[config.mk]
export PLATFORM = sky130hd
export DESIGN_NAME = fetch_stage
export DESIGN_NICKNAME = d
export VERILOG_FILES = /design/src/rtl/fetch_stage.sv
export SDC_FILE = /design/constraint.sdc
export NUM_CORES = 1
export LEC_CHECK = 0
export CORE_MARGIN = 2
export CORE_UTILIZATION = 52
export DETAILED_ROUTE_END_ITERATION = 8
export PLACE_DENSITY = 0.8
export SKIP_CTS_REPAIR_TIMING = 1
export SLEW_MARGIN = 10
export SYNTH_ARGS = -nofsm -noshare
export SYNTH_HDL_FRONTEND = slang
export SYNTH_SLANG_ARGS = --single-unit
[constraint.sdc]
create_clock -name clk -period 6 [get_ports clk]
set_input_delay 0.9 -clock clk [delete_from_list [all_inputs] [get_ports clk]]
set_output_delay 0.9 -clock clk [all_outputs]
set_load 0.02 [all_outputs]
[src/rtl/fetch_stage.sv]
// -----------------------------------------------------------------------------
// fetch_stage
//
// Instruction fetch stage for one core. Owns the PC. Fetches from the shared
// instruction memory over a valid/ready request channel and an in-order
// response channel with at most one request outstanding. Drives the IF/ID
// pipeline register that decode reads.
//
//   pipeline_stall   : decode load-use hazard; hold IF/ID and freeze the PC.
//   ex_branch_taken  : redirect from EX; flush IF/ID, load the new PC and
//                      discard any fetch still in flight. Wins over a stall.
//
// Ports
//   clk, rst_n        clock, synchronous active-low reset
//   pipeline_stall    hold request from decode
//   ex_branch_taken   redirect request from EX
//   ex_branch_target  redirect address (bits [1:0] ignored)
//   imem_req_*        fetch request channel (valid/ready, addr)
//   imem_resp_*       fetch response channel (valid, 32-bit instruction)
//   if_id_pc/instr/valid  IF/ID register contents (valid=0 means bubble)
//
// Optional feature: define FETCH_PERF_COUNTERS_EN to add the outputs
//   perf_fetched      words loaded into IF/ID (killed words excluded)
//   perf_stall_cycles cycles with pipeline_stall=1 and no redirect
// Both counters reset to 0 and wrap at 2^32.
// -----------------------------------------------------------------------------
module fetch_stage #(
  parameter int unsigned     XLEN     = 32,
  parameter logic [XLEN-1:0] RESET_PC = '0
) (
  input  logic            clk,
  input  logic            rst_n,
  input  logic            pipeline_stall,
  input  logic            ex_branch_taken,
  input  logic [XLEN-1:0] ex_branch_target,
  output logic            imem_req_valid,
  output logic [XLEN-1:0] imem_req_addr,
  input  logic            imem_req_ready,
  input  logic            imem_resp_valid,
  input  logic [31:0]     imem_resp_data,
  output logic [XLEN-1:0] if_id_pc,
  output logic [31:0]     if_id_instr,
  output logic            if_id_valid
`ifdef FETCH_PERF_COUNTERS_EN
  ,
  output logic [31:0]     perf_fetched,
  output logic [31:0]     perf_stall_cycles
`endif
);

  // S_REQ : request outstanding on the bus (not yet accepted)
  // S_WAIT: request accepted, waiting for the response
  // S_FULL: response captured in the skid buffer while decode is stalled
  localparam logic [1:0] S_REQ  = 2'd0;
  localparam logic [1:0] S_WAIT = 2'd1;
  localparam logic [1:0] S_FULL = 2'd2;

  localparam logic [31:0]     NOP     = 32'h0000_0013;  // addi x0, x0, 0
  localparam logic [XLEN-1:0] PC_STEP = XLEN'(4);
  localparam logic [XLEN-1:0] ALIGN   = ~XLEN'(3);

  logic [1:0]      state;
  logic [XLEN-1:0] pc;
  logic            kill;          // in-flight response must be dropped
  logic [XLEN-1:0] inflight_pc;   // address of the accepted request
  logic [XLEN-1:0] skid_pc;
  logic [31:0]     skid_instr;

  logic            handshake;
  logic            deliver;       // a word enters IF/ID at this edge
  logic [XLEN-1:0] deliver_pc;
  logic [31:0]     deliver_instr;
  logic [XLEN-1:0] redirect_pc;

  // Gated with rst_n so no request is presented during the reset cycle,
  // whatever state the FSM happens to be in.
  assign imem_req_valid = rst_n && (state == S_REQ);
  assign imem_req_addr  = pc;
  assign handshake      = imem_req_valid && imem_req_ready;
  assign redirect_pc    = ex_branch_target & ALIGN;

  // A word reaches IF/ID only when neither redirect nor stall blocks it.
  // Straight from the response in S_WAIT, or from the skid in S_FULL.
  always_comb begin
    // NOTE: every output of a combinational block gets a default first so no
    // path leaves it unassigned; otherwise synthesis infers a latch.
    deliver       = 1'b0;
    deliver_pc    = inflight_pc;
    deliver_instr = imem_resp_data;
    if (!ex_branch_taken && !pipeline_stall) begin
      if (state == S_WAIT && imem_resp_valid && !kill) begin
        deliver = 1'b1;
      end else if (state == S_FULL) begin
        deliver       = 1'b1;
        deliver_pc    = skid_pc;
        deliver_instr = skid_instr;
      end
    end
  end

  // Control state, PC and IF/ID.
  always_ff @(posedge clk) begin
    // NOTE: sequential state uses non-blocking assignments so every register
    // sees the pre-edge values of the others, independent of statement order.
    if (!rst_n) begin
      state       <= S_REQ;
      pc          <= RESET_PC;
      kill        <= 1'b0;
      if_id_valid <= 1'b0;
      if_id_pc    <= '0;
      if_id_instr <= NOP;
    end else begin
      case (state)
        S_REQ: begin
          if (handshake) begin
            state <= S_WAIT;
            // A redirect in the same cycle as the handshake kills that fetch.
            kill  <= ex_branch_taken;
          end
        end
        S_WAIT: begin
          if (imem_resp_valid) begin
            if (kill || ex_branch_taken) begin
              kill  <= 1'b0;
              state <= S_REQ;
            end else if (!pipeline_stall) begin
              state <= S_REQ;
            end else begin
              state <= S_FULL;
            end
          end else if (ex_branch_taken) begin
            kill <= 1'b1;
          end
        end
        S_FULL: begin
          // Leaving S_FULL empties the skid, whether by delivery or redirect.
          if (ex_branch_taken || !pipeline_stall) begin
            state <= S_REQ;
          end
        end
        default: state <= S_REQ;
      endcase

      if (ex_branch_taken) begin
        pc <= redirect_pc;
      end else if (deliver) begin
        pc <= deliver_pc + PC_STEP;
      end

      if (ex_branch_taken) begin
        if_id_valid <= 1'b0;
      end else if (pipeline_stall) begin
        if_id_valid <= if_id_valid;
      end else if (deliver) begin
        if_id_valid <= 1'b1;
        if_id_pc    <= deliver_pc;
        if_id_instr <= deliver_instr;
      end else begin
        if_id_valid <= 1'b0;
      end
    end
  end

  // Payload registers. Their contents matter only while the FSM is in the
  // state that owns them, so they carry no reset.
  always_ff @(posedge clk) begin
    // NOTE: pure data registers are left out of reset; the control state that
    // qualifies them is reset, which is enough and keeps them plain flops.
    if (state == S_REQ && handshake) begin
      inflight_pc <= pc;
    end
    if (state == S_WAIT && imem_resp_valid && !kill && pipeline_stall) begin
      skid_pc    <= inflight_pc;
      skid_instr <= imem_resp_data;
    end
  end

`ifdef FETCH_PERF_COUNTERS_EN
  always_ff @(posedge clk) begin
    if (!rst_n) begin
      perf_fetched      <= '0;
      perf_stall_cycles <= '0;
    end else begin
      if (deliver) begin
        perf_fetched <= perf_fetched + 32'd1;
      end
      if (pipeline_stall && !ex_branch_taken) begin
        perf_stall_cycles <= perf_stall_cycles + 32'd1;
      end
    end
  end
`endif

endmodule

==> flow_summary.toml <==
[setup_path]
cp_max_fo = 62
cpPeakStageDelay_ns = 0.79
crit_slowest_cell = "or4b_4"
arrival_ns = 4.54
crit_cells = 10
rr_startpoint = "state[0]"
cp-startpoint = "ex_branch_taken"
rr_worst_depth = 9
regToRegEndpoint = "imem_req_addr[28]"
cp-endpoint = "imem_req_addr[28]"
end_kind = "flip-flop"
startpoint_type = "input port"
cp_num_buf_inv = 1
critical-path-top-delay-family = "simple AND/OR/NAND/NOR gates"
path_cells = "buf_2 -> or4b_4 -> nand2_1 -> nand2_1 -> ha_1 -> and3_1 -> mux2i_1 -> a211o_1 -> or4_1 -> o211ai_1"
cp_common_cell = "nand2_1"
worst-r2r-setup-slack_ns = 2.49
critPathKind = "in -> reg"
required_ns = 6.36

[global_route]
track_usage_pct = 26.0
grt_pass1_wl_um = 35600
grt_pass1_vias = 6737
grt_max_degree = 91
antenna_found_initial = 0
overflow = 0

[die]
start_util_pct = 53.1
rows = 46
num_io_pins = 168
fp.coreArea_mm2 = 0.0158
die_h_um = 131
die_width_um = 131
die-area_mm2 = 0.0172

[hold_path]
hold_class = "reg -> reg"
hold_depth = 0

[place]
dpl.hpwl_um = 14600
place_ws_ns = 1.40
io_buffers = 165
place_congestion = 0.896

[finish]
area_delta_synth_final_pct = 28.5
nNetsFinal = 1004
n_antenna_cell = 0
drive_gt1_share_pct = 6.55

[sta]
hold_slack_ns = 0.452
fmax_mhz = 239
rsz0062_at_grt = "false"
relSlewSlack_pct = 32.1
worst_pin_slew_ns = 0.990
setup_viol = 0
fin_skew_ns = 0.0105
slew_viol_final = 0
period_needed_ns = 4.18
finalWorstSetupSlack_ns = 1.82
hold_violations = 0
tns_ns = 0
finalCritPeriodShare_pct = 69.6

[logic_synthesis]
syn_inst = 795
syn-cell-area_mm2 = 0.00841
synth_edf_count = 96
synth_nets = 866
ys_ff_latch = 196
synth_warnings = 0
yosysSeqAreaShare_pct = 58.1
ys_types = 60
synthFlopType = "dfxtp_1"
avgSynthCellArea_um2 = 10.6
synth-async-reset-ratio_pct = 0

[status]
outcome = "completed"

[routing]
top_layer_used = "met4"
met2WireLength_um = 10500
finalWirelength_um = 22700
drt-vias-per-instance = 6.05
postRouteAntennaNets = 0
drc = 0
met1_length_um = 9340
firstDrtPassIters = 6
routed-wl-met3_um = 2210
drt_iter0_drc = 666
via_count = 7025
wl_per_cell_um = 19.5

[power]
ir_worst_vdd_uv = 236
p_per_area_mw_per_mm2 = 267
p_leak_nw = 3.55
power_mw = 2.88

[clock_network]
htreeDepth = 4
cts_tree = "done"
numClockSinks = 196
root_buffer = "clkbuf_16"
clk_pin_slew_worst_paths_ns = 0.07
cts_buffers = 17
insertion_delay_ns = 0.44
cts_buffer_depth = 2

[job]
maxCapViolCount = 0
## kinds of logic (layout without fill, tap and decap cells)
group / after synthesis / in the layout / share of synthesized area, %
XOR/XNOR: 10 / 10 / 1.04
multiplexers: 39 / 39 / 4.77
flip-flops: 196 / 196 / 58.1
AND/OR/NAND/NOR: 321 / 321 / 18.2
buffers and inverters: 62 / 213 / 3.08
adder cells (fa/ha/maj): 1 / 1 / 0.149
AO/OA/AOI/OAI: 166 / 166 / 14.7
## layout by cell type, fill, tap and decap left out, types with 17 or more instances in the layout
cell             synthesis  final
nand2_1                114    114
clkbuf_16                0     17
edfxtp_1                96     96
dfxtp_1                100    100
nand3_1                 31     31
a311oi_1                33     33
a22oi_1                 17     17
mux2i_1                 33     33
nor2_1                  84     84
a211oi_1                25     25
a21oi_1                 21     21
clkdlybuf4s50_1          0    164
## Yosys cell counts, types with 5 or more instances
| cell | instances | share of area [%] |
|---|---|---|
| a311oi_1 | 33 | 3.4 |
| a211oi_1 | 25 | 2.2 |
| nand2b_1 | 8 | 0.59 |
| and4_1 | 6 | 0.62 |
| nor2_1 | 84 | 3.7 |
| o221ai_1 | 5 | 0.52 |
| nor3_1 | 16 | 0.95 |
| a22oi_1 | 17 | 1.5 |
| nor4_1 | 6 | 0.45 |
| nand4_1 | 16 | 1.2 |
| o32ai_1 | 7 | 0.73 |
| xnor2_1 | 6 | 0.62 |
| nand3_1 | 31 | 1.8 |
| mux2_2 | 5 | 0.67 |
| o211ai_1 | 7 | 0.62 |
| edfxtp_1 | 96 | 34 |
| nor3b_1 | 9 | 0.80 |
| and3_1 | 11 | 0.82 |
| a21oi_1 | 21 | 1.2 |
| mux2i_1 | 33 | 3.9 |
| clkbuf_1 | 40 | 1.8 |
| o21ai_0 | 13 | 0.77 |
| buf_2 | 9 | 0.54 |
| dfxtp_1 | 100 | 24 |
| buf_1 | 7 | 0.31 |
| o22ai_1 | 7 | 0.52 |
| nand2_1 | 114 | 5.1 |
## sequential cells by signal, summed over array words and instances (netlist names)
signal         count
if_id_instr       32
if_id_pc          32
if_id_valid        1
imem_req_addr     32
inflight_pc       32
kill               1
skid_instr        32
skid_pc           32
state              2
## layer usage
layer | vias up | track usage, %
met5 | - | 0
met4 | 0 | 9.72
met3 | 50 | 8.14
met2 | 347 | 40.3
met1 | 3344 | 34.3
li1 | 3284 | -
## worst register-to-register path, stage by stage (launching register included)
cell      delay (ns)
dfxtp_1         0.57
or4b_4          0.73
nand2_1         0.19
nand2_1         0.13
ha_1            0.26
and3_1          0.27
mux2i_1         0.22
a211o_1         0.43
or4_1           0.54
o211ai_1        0.10
## metrics by stage
stage                     std cells  utilization (%)  area [um^2]
after floorplan                 795                -         8410
after global placement         1130             64.5        10200
after detailed placement       1130             64.5        10200
after CTS                      1162             68.3        10800
after global routing           1162             68.3        10800
final                          1162             68.3        10800
## power by group
group | total, mW | internal [mW] | switching [mW] | leakage (nW)
clock network | 1.14 | 0.593 | 0.549 | 0.288
registers | 1.49 | 1.45 | 0.0359 | 1.70
logic | 0.257 | 0.122 | 0.136 | 1.56
## cell type report
class | instances | area [um^2]
clock buffers | 17 | 425
clock inverters | 15 | 169
fillers | 1206 | 5020
inverters | 4 | 15.0
multi-input cells | 537 | 3290
flip-flops and latches | 196 | 4880
well taps | 216 | 270
repair buffers | 177 | 1750
## worst min path at each step
stage	slack, ns	start	endpoint
after floorplan	0.43	inflight_pc[31]	skid_pc[31]
after global placement	0.43	inflight_pc[0]	skid_pc[0]
after detailed placement	0.43	inflight_pc[1]	skid_pc[1]
after CTS	0.45	inflight_pc[1]	skid_pc[1]
after global routing	0.46	inflight_pc[1]	skid_pc[1]
final	0.45	inflight_pc[1]	skid_pc[1]
No activity file was read; power rests on OpenSTA's default activity.
